File: src/rtl/alu_cmd_issuer_if.sv
// Command, arithmetic-unit and response signals of the ALU command issuer.
// The master modport is the issuer's side; the slave modport is the command source, unit and consumer.
interface alu_cmd_issuer_if;
    logic       Cmd_Valid;
    logic       Cmd_Ready;
    logic [3:0] Cmd_Op;
    logic [7:0] Cmd_A;
    logic [7:0] Cmd_B;
    logic [3:0] Alu_Op;
    logic [7:0] Alu_In1;
    logic [7:0] Alu_In2;
    logic [7:0] Alu_Out;
    logic       Rsp_Valid;
    logic       Rsp_Ready;
    logic [7:0] Rsp_Data;
    logic [3:0] Rsp_Op;
    logic       Rsp_Err;

    modport master (
        input  Cmd_Valid, Cmd_Op, Cmd_A, Cmd_B, Alu_Out, Rsp_Ready,
        output Cmd_Ready, Alu_Op, Alu_In1, Alu_In2, Rsp_Valid, Rsp_Data, Rsp_Op, Rsp_Err
    );

    modport slave (
        output Cmd_Valid, Cmd_Op, Cmd_A, Cmd_B, Alu_Out, Rsp_Ready,
        input  Cmd_Ready, Alu_Op, Alu_In1, Alu_In2, Rsp_Valid, Rsp_Data, Rsp_Op, Rsp_Err
    );
endinterface

File: src/rtl/alu_cmd_issuer.sv
// Buffers arithmetic commands, issues them one at a time to an external combinational unit,
// and returns registered results in order; divide-by-zero is trapped locally.
module alu_cmd_issuer #(
    parameter int unsigned DEPTH   = 4,
    parameter int unsigned ALU_LAT = 1
) (
    input  logic                Clk,
    input  logic                Rst,
    alu_cmd_issuer_if.master    bus,
    output logic [15:0]         Op_Count
);
    localparam int unsigned AW = $clog2(DEPTH);
    localparam int unsigned CNTW = AW + 1;
    localparam int unsigned WW = (ALU_LAT > 1) ? $clog2(ALU_LAT) : 1;
    localparam logic [3:0] OP_DIV = 4'b0100;

    typedef enum logic [1:0] {IDLE, ISSUE, HOLD} state_e;

    typedef struct packed {
        logic [3:0] op;
        logic [7:0] a;
        logic [7:0] b;
    } cmd_t;

    cmd_t            mem_q [DEPTH];
    logic [AW-1:0]   wr_ptr_q, wr_ptr_d, rd_ptr_q, rd_ptr_d;
    logic [CNTW-1:0] count_q, count_d, count_vis_q;
    state_e          state_q, state_d;
    logic [WW-1:0]   wait_q, wait_d;
    logic [3:0]      alu_op_q, alu_op_d;
    logic [7:0]      alu_a_q, alu_a_d, alu_b_q, alu_b_d;
    logic            rsp_valid_q, rsp_valid_d;
    logic [7:0]      rsp_data_q, rsp_data_d;
    logic [3:0]      rsp_op_q, rsp_op_d;
    logic            rsp_err_q, rsp_err_d;
    logic [15:0]     op_count_q, op_count_d;
    logic            full_c, push_c, pop_c;
    cmd_t            head_c, cmd_in_c;

    assign full_c   = (count_q == CNTW'(DEPTH));
    assign push_c   = bus.Cmd_Valid && !full_c;
    assign head_c   = mem_q[rd_ptr_q];
    assign cmd_in_c = '{op: bus.Cmd_Op, a: bus.Cmd_A, b: bus.Cmd_B};

    // Next-state and output logic; a written entry becomes visible to the FSM one cycle after its push.
    always_comb begin
        state_d     = state_q;
        wait_d      = wait_q;
        alu_op_d    = alu_op_q;
        alu_a_d     = alu_a_q;
        alu_b_d     = alu_b_q;
        rsp_valid_d = rsp_valid_q;
        rsp_data_d  = rsp_data_q;
        rsp_op_d    = rsp_op_q;
        rsp_err_d   = rsp_err_q;
        op_count_d  = op_count_q;
        pop_c       = 1'b0;

        case (state_q)
            IDLE: begin
                if ((count_q != '0) && (count_vis_q != '0)) begin
                    pop_c = 1'b1;
                    if ((head_c.op == OP_DIV) && (head_c.b == 8'h00)) begin
                        rsp_data_d  = 8'hFF;
                        rsp_err_d   = 1'b1;
                        rsp_op_d    = OP_DIV;
                        rsp_valid_d = 1'b1;
                        state_d     = HOLD;
                    end else begin
                        alu_op_d = head_c.op;
                        alu_a_d  = head_c.a;
                        alu_b_d  = head_c.b;
                        wait_d   = WW'(ALU_LAT - 1);
                        state_d  = ISSUE;
                    end
                end
            end
            ISSUE: begin
                if (wait_q == '0) begin
                    rsp_data_d  = bus.Alu_Out;
                    rsp_op_d    = alu_op_q;
                    rsp_err_d   = 1'b0;
                    rsp_valid_d = 1'b1;
                    state_d     = HOLD;
                end else begin
                    wait_d = wait_q - WW'(1);
                end
            end
            HOLD: begin
                if (bus.Rsp_Ready) begin
                    rsp_valid_d = 1'b0;
                    op_count_d  = op_count_q + 16'd1;
                    state_d     = IDLE;
                end
            end
            default: state_d = IDLE;
        endcase

        wr_ptr_d = push_c ? wr_ptr_q + AW'(1) : wr_ptr_q;
        rd_ptr_d = pop_c  ? rd_ptr_q + AW'(1) : rd_ptr_q;
        case ({push_c, pop_c})
            2'b10:   count_d = count_q + CNTW'(1);
            2'b01:   count_d = count_q - CNTW'(1);
            default: count_d = count_q;
        endcase
    end

    always_ff @(posedge Clk) begin
        if (Rst) begin
            state_q     <= IDLE;
            wait_q      <= '0;
            wr_ptr_q    <= '0;
            rd_ptr_q    <= '0;
            count_q     <= '0;
            count_vis_q <= '0;
            alu_op_q    <= '0;
            alu_a_q     <= '0;
            alu_b_q     <= '0;
            rsp_valid_q <= 1'b0;
            rsp_data_q  <= '0;
            rsp_op_q    <= '0;
            rsp_err_q   <= 1'b0;
            op_count_q  <= '0;
        end else begin
            state_q     <= state_d;
            wait_q      <= wait_d;
            wr_ptr_q    <= wr_ptr_d;
            rd_ptr_q    <= rd_ptr_d;
            count_q     <= count_d;
            count_vis_q <= count_q;
            alu_op_q    <= alu_op_d;
            alu_a_q     <= alu_a_d;
            alu_b_q     <= alu_b_d;
            rsp_valid_q <= rsp_valid_d;
            rsp_data_q  <= rsp_data_d;
            rsp_op_q    <= rsp_op_d;
            rsp_err_q   <= rsp_err_d;
            op_count_q  <= op_count_d;
        end
    end

    // Payload storage needs no reset; occupancy is tracked by the pointers and count.
    always_ff @(posedge Clk) begin
        if (push_c) begin
            mem_q[wr_ptr_q] <= cmd_in_c;
        end
    end

    assign bus.Cmd_Ready = !full_c;
    assign bus.Alu_Op    = alu_op_q;
    assign bus.Alu_In1   = alu_a_q;
    assign bus.Alu_In2   = alu_b_q;
    assign bus.Rsp_Valid = rsp_valid_q;
    assign bus.Rsp_Data  = rsp_data_q;
    assign bus.Rsp_Op    = rsp_op_q;
    assign bus.Rsp_Err   = rsp_err_q;
    assign Op_Count      = op_count_q;
endmodule

File: src/flat_wrapper.sv
// flat-port wrapper written by rule: the top's interface ports become plain ports
module alu_cmd_issuer_flat 
#(
    parameter int unsigned DEPTH   = 4,
    parameter int unsigned ALU_LAT = 1
)
  (Clk, Rst, Op_Count, bus_Cmd_Valid, bus_Cmd_Op, bus_Cmd_A, bus_Cmd_B, bus_Alu_Out, bus_Rsp_Ready, bus_Cmd_Ready, bus_Alu_Op, bus_Alu_In1, bus_Alu_In2, bus_Rsp_Valid, bus_Rsp_Data, bus_Rsp_Op, bus_Rsp_Err);
  alu_cmd_issuer_if bus_i ();
  input  logic Clk;
  input  logic Rst;
  output logic [15:0] Op_Count;
  input wire logic [$bits(bus_i.Cmd_Valid)-1:0] bus_Cmd_Valid;
  input wire logic [$bits(bus_i.Cmd_Op)-1:0] bus_Cmd_Op;
  input wire logic [$bits(bus_i.Cmd_A)-1:0] bus_Cmd_A;
  input wire logic [$bits(bus_i.Cmd_B)-1:0] bus_Cmd_B;
  input wire logic [$bits(bus_i.Alu_Out)-1:0] bus_Alu_Out;
  input wire logic [$bits(bus_i.Rsp_Ready)-1:0] bus_Rsp_Ready;
  output wire logic [$bits(bus_i.Cmd_Ready)-1:0] bus_Cmd_Ready;
  output wire logic [$bits(bus_i.Alu_Op)-1:0] bus_Alu_Op;
  output wire logic [$bits(bus_i.Alu_In1)-1:0] bus_Alu_In1;
  output wire logic [$bits(bus_i.Alu_In2)-1:0] bus_Alu_In2;
  output wire logic [$bits(bus_i.Rsp_Valid)-1:0] bus_Rsp_Valid;
  output wire logic [$bits(bus_i.Rsp_Data)-1:0] bus_Rsp_Data;
  output wire logic [$bits(bus_i.Rsp_Op)-1:0] bus_Rsp_Op;
  output wire logic [$bits(bus_i.Rsp_Err)-1:0] bus_Rsp_Err;
  assign bus_i.Cmd_Valid = bus_Cmd_Valid;
  assign bus_i.Cmd_Op = bus_Cmd_Op;
  assign bus_i.Cmd_A = bus_Cmd_A;
  assign bus_i.Cmd_B = bus_Cmd_B;
  assign bus_i.Alu_Out = bus_Alu_Out;
  assign bus_i.Rsp_Ready = bus_Rsp_Ready;
  assign bus_Cmd_Ready = bus_i.Cmd_Ready;
  assign bus_Alu_Op = bus_i.Alu_Op;
  assign bus_Alu_In1 = bus_i.Alu_In1;
  assign bus_Alu_In2 = bus_i.Alu_In2;
  assign bus_Rsp_Valid = bus_i.Rsp_Valid;
  assign bus_Rsp_Data = bus_i.Rsp_Data;
  assign bus_Rsp_Op = bus_i.Rsp_Op;
  assign bus_Rsp_Err = bus_i.Rsp_Err;
  alu_cmd_issuer #(.DEPTH(DEPTH), .ALU_LAT(ALU_LAT)) u_core (.Clk(Clk), .Rst(Rst), .bus(bus_i), .Op_Count(Op_Count));
endmodule
File: config.mk
export PLATFORM = sky130hd
export DESIGN_NAME = alu_cmd_issuer_flat
export DESIGN_NICKNAME = d
export VERILOG_FILES = /design/src/rtl/alu_cmd_issuer_if.sv /design/src/rtl/alu_cmd_issuer.sv /design/src/flat_wrapper.sv
export SDC_FILE = /design/constraint.sdc
export NUM_CORES = 1
export LEC_CHECK = 0
export ABC_CLOCK_PERIOD_IN_PS = 6200
export CAP_MARGIN = 20
export CORE_MARGIN = 8
export CORE_UTILIZATION = 59
export DETAILED_ROUTE_END_ITERATION = 10
export GPL_TIMING_DRIVEN = 0
export PLACE_DENSITY = 0.87
export SYNTH_ARGS = -nofsm -noshare
export SYNTH_HDL_FRONTEND = slang
export SYNTH_SLANG_ARGS = --single-unit
File: constraint.sdc
create_clock -name Clk -period 6.2 [get_ports Clk]
set_input_delay 0.93 -clock Clk [delete_from_list [all_inputs] [get_ports Clk]]
set_output_delay 0.93 -clock Clk [all_outputs]
set_load 0.005 [all_outputs]
* After elaboration in Yosys (flattened, before gate mapping)
Memory sizes are Yosys's and may differ from the RTL's. A register that Yosys moved wholly into a read port is not among the register bits. Index checks and enable logic that the tools add are counted.
Operators by class: eq/ne operators 11, $add $sub $neg 6, reduce and logical (&&, ||, !) cells 17, muxes and demuxes 31, bitwise operators 1
Operators with widths (count):
- $mux W8 | 3
- $add A16 B1 Y16 const B | 1
- $pmux W8 S2 | 1
- $mux W1 | 12
- $mux W2 | 6
- $mux W4 | 3
- $reduce_and A3 Y1 | 3
- $reduce_bool A3 Y1 | 3
- $logic_not A8 Y1 | 1
- $pmux W4 S2 | 1
- $ne A2 B2 Y1 const B | 3
- $pmux W2 S3 | 1
- $pmux W3 S2 | 1
- $reduce_and A5 Y1 | 1
- $add A2 B1 Y2 const B | 2
- $eq A2 B1 Y1 const B | 2
- $eq A2 B2 Y1 const B | 2
- $eq A4 B3 Y1 const B | 1
- $ne A2 B1 Y1 const B | 2
- $pmux W1 S2 | 2
- $reduce_and A4 Y1 | 1
- $reduce_bool A2 Y1 | 2
- $add A3 B1 Y3 const B | 1
- $eq A3 B3 Y1 const B | 1
- 8 further kinds | 10
Storage, ports and cells: memory bits (writable) 80, output and inout port bits 51, flip-flop bits (word level) 63, logic and storage cells 81, memories kept 1, input bits 32
Memories:
- u_core.mem_q | depth 4, bits a word 20, rd ports 1, clocked after memory_dff 1, write ports 1, line alu_cmd_issuer.sv:25 | cmd_t mem_q [DEPTH];

* Depth between registers and ports, before layout
depth after elaboration 6, depth in mapped cells 12, mapped depth without buffers 9

* Worst setup path after synthesis
No wires, ideal clock.
kind register to register, start register with a tool-made name, end register u_core.rsp_op_q[0] (netlist: u_core.bus.Rsp_Op[0]), data required time 6084 ps, library setup time 116 ps, path slack 3485 ps, clock period less this slack 2715 ps, cell stages (with the launch flop) 8, buffers on the path 3, arrival time 2599 ps, cells stage by stage dfxtp_1 -> buf_2 -> mux4_2 -> or4b_1 -> clkbuf_1 -> or4_4 -> buf_6 -> a41o_1
RTL lines:
- end signal: assignment | line alu_cmd_issuer.sv:136 | rsp_op_q <= rsp_op_d;
- end: declaration | line alu_cmd_issuer.sv:34 | logic [3:0] rsp_op_q, rsp_op_d;

* Final worst setup path
start register u_core.state_q[1], end register u_core.count_q[2]
Between the ends: cells in the longest elaborated chain, start to end 4, elaborated cells on any way between the ends 6, classes of those cells eq/ne (2); mux (2); reduce/logical (2)
Ends and longest elaborated chain:
- start: declaration | line alu_cmd_issuer.sv:28 | state_e state_q, state_d;
- start signal: assignment | line alu_cmd_issuer.sv:125 | state_q <= state_d;
- $logic_not A2 Y1 (*) | line alu_cmd_issuer.sv:59 | case (state_q)
- $mux W1 (*) | line alu_cmd_issuer.sv:59
- $eq A2 B1 Y1 or $eq A2 B2 Y1 (tied branches) | line alu_cmd_issuer.sv:101 | case ({push_c, pop_c})
- $pmux W3 S2 or $reduce_bool A2 Y1 (tied branches)
- end signal: assignment | line alu_cmd_issuer.sv:129 | count_q <= count_d;
- end: declaration | line alu_cmd_issuer.sv:27 | logic [CNTW-1:0] count_q, count_d, count_vis_q;
Mark *: on every way between the ends. The rest lies on a longest branch, timed or not. A chain may end at the register's enable or synchronous reset.

==> results.toml <==
[status]
status = "finished, final reports clean"

[clock_tree]
post_cts_buffers = 0
numCtsBuffers = 17
cts_root_buffer = "clkbuf_8"
clk_path_buf_depth = 2
worstSkewPairLatency_ps = 530
clk_pin_slew_ps = 60
cts_resized = 0
cts_sinks = 144
cts_tree = "yes"
cts_hold_buf = 0
htree_levels = 4

[global_route]
grt_max_degree = 21
grt_pass1_wl_mm = 23.7
gr-total-overflow = 0
grt_use_total_pct = 21.5
antenna_found_initial = 0
grt_pass1_vias = 4571

[hold_path]
holdPathStages = 2
min_to = "u_core.wr_ptr_q[1]"
hold_start = "u_core.wr_ptr_q[1]"
hp-class = "register to register"

[cells_and_area]
antennaDiodeCount = 0
syn_to_final_growth_pct = 25.4
drive_gt1_share_pct = 11.8
final_common_cell = "clkdlybuf4s50_1"
final_nets = 619
layout_common_cells = "clkdlybuf4s50_1 (81), edfxtp_1 (80), dfxtp_1 (64)"
final_area_mm2 = 0.00767

[logic_synthesis]
ys_ff_latch = 144
synth_edf_count = 80
post_synth_num_cell_types = 46
syn_avg_cell_area_um2 = 12.7
netlist_area_mm2 = 0.00611
syn_inst = 480
async_flop_share_pct = 0
synth_ff_type = "edfxtp_1"
synth_fp_nets = 519
yosysWarnings = 0
yosysSeqAreaShare_pct = 60.3

[setup_path]
path_cells = "clkbuf_1, nor2_1, nand3_1, inv_1, clkbuf_1, clkbuf_1, ha_1, inv_1, fa_1, xor2_1, or3_1, a21oi_1"
critPathCaptureType = "register"
r2r-end = "u_core.count_q[2]"
critPathKind = "register to register"
reg2reg_depth = 12
rrSetupSlack_ps = 2970
cp_common_cell = "clkbuf_1"
cp_slowest_cell = "clkbuf_1"
arrival_ps = 3690
startpoint_type = "register"
max_stage_delay_ps = 410
critical_path_required_ps = 6660
crit_fanout = 10
r2r-start = "u_core.state_q[1]"

[die]
ios = 83
die_w_um = 118
core-area_mm2 = 0.0102
start_util_pct = 60.0
die_height_um = 118
dieArea_mm2 = 0.0139
num_rows = 37

[timing]
setup_viol_count_final = 0
whs_ps = 509
tns_ps = 0
finalHoldViolCount = 0
finalCritPeriodShare_pct = 52.2
fmax_ghz = 0.309
skew_ps = 8.60
fin_ws_ps = 2970
min_period_ps = 3230
final-max-slew-violation-count = 0
grt_setup_unrepaired = "no"
tightest_slew_ps = 1040
maxSlewHeadroom_pct = 30.5

[power]
p_switching_uw = 814
sw_frac_of_total_pct = 29.1
p_int_uw = 1990
p_seq_share_pct = 42.3
clkPwrFrac_pct = 35.1
peakVddDrop_mv = 0.287
power_frac_comb_pct = 22.6
powerDensity_mw_per_mm2 = 365
p_leak_uw = 0.00255

[detailed_routing]
first_pass_iters = 6
wl_per_cell_um = 20.0
drt_iter0_drc = 490
drc_errors = 0
viasPerCell = 6.21
ant_nets = 0
wl_mm = 14.5
vias = 4528

[placement]
placed_area_mm2 = 0.00709
io_buffers = 81
gp_congestion = 0.871
place_ws_ps = 3030
dp_hpwl_mm = 9.56

[job]
drv_cap = 0
==> through the flow <==
| step | power (µW) | utilization (%) | std cells |
|---|---|---|---|
| 2_1_floorplan | 1580 | - | 480 |
| 3_3_place_gp | 1790 | 69.7 | 697 |
| 5_1_grt | 2910 | 75.3 | 729 |
| 6_report | 2800 | 75.3 | 729 |
| 4_1_cts | 2800 | 75.3 | 729 |
| 3_5_place_dp | 1820 | 69.7 | 697 |
==> worst max path at each step <==
| stage | endpoint | from | slack, ps |
|---|---|---|---|
| floorplan | u_core.bus.Rsp_Op[0] | register | 3490 |
| global placement | u_core.count_q[2] | u_core.state_q[1] | 3080 |
| detailed placement | u_core.count_q[2] | u_core.state_q[1] | 3030 |
| CTS | u_core.count_q[2] | u_core.state_q[1] | 3010 |
| global route | u_core.count_q[2] | u_core.state_q[1] | 2700 |
| finish | u_core.count_q[2] | u_core.state_q[1] | 2970 |
==> logic make-up after synthesis <==
kind of cell             count (synthesis)  synth area share, %
AO/OA/AOI/OAI                           67                 9.66
XOR/XNOR                                13                 1.86
adder cells (fa/ha/maj)                  7                 1.56
buffers and inverters                   49                 3.58
flip-flops                             144                 60.3
multiplexers                            21                 7.53
AND/OR/NAND/NOR                        179                 15.6
==> flip-flops by register name (all words and copies together) (netlist names), named ones only <==
register              count
u_core.bus.Alu_In2        8
u_core.mem_q             80
u_core.bus.Rsp_Err        1
u_core.bus.Rsp_Valid      1
u_core.state_q            2
u_core.bus.Alu_Op         4
u_core.bus.Rsp_Op         4
u_core.count_q            3
u_core.bus.Alu_In1        8
u_core.count_vis_q        3
u_core.wr_ptr_q           2
u_core.bus.Rsp_Data       8
u_core.rd_ptr_q           2
u_core.Op_Count          16
==> worst max-delay path, delay by kind of cell (launching register included) <==
kind / cells / cell delay, ps
buf+inv: 5 / 1260
simple gates: 3 / 670
fa+ha+maj: 2 / 640
flops: 1 / 290
xor+xnor: 1 / 150
compound gates: 1 / 140
==> power by group through the flow <==
stage               registers [µW]  clock network, µW  logic (µW)
floorplan                     1190                  0         391
global placement              1190                  0         601
detailed placement            1200                  0         624
CTS                           1180                989         633
global route                  1190               1030         690
finish                        1180                983         633
==> per-layer routing <==
metal	track usage [%]	up-vias	wire [µm]
met1	25.2	2166	5800
li1	-	2053	-
met4	8.33	0	313
met3	6.47	41	1250
met5	0	-	0
met2	36.5	268	7190
==> Yosys cell counts, drive strengths merged (9+ instances only) <==
master | count | share of area, %
o221ai | 9 | 1.3
mux4 | 20 | 7.4
xor2 | 10 | 1.4
nor2b | 13 | 1.3
dfxtp | 64 | 21
clkbuf | 30 | 1.8
o32ai | 9 | 1.3
nand3 | 29 | 2.4
nand4 | 28 | 2.9
inv | 10 | 0.61
a21oi | 22 | 3.6
nand2 | 34 | 2.1
edfxtp | 80 | 39
or3 | 15 | 1.5
nor2 | 30 | 1.8
nor4 | 11 | 1.1
a211oi | 9 | 1.1
==> final cells by class <==
type                       count  area [µm²]
sequential                   144        3680
fill                         611        2520
multi-input combinational    287        2210
timing repair buffer          81         811
clock buffer                  17         414
buffer                        38         178
tap                          136         170
clock inverter                15         158
inverter                      11        41.3
No activity file was read; power rests on OpenSTA's default activity.
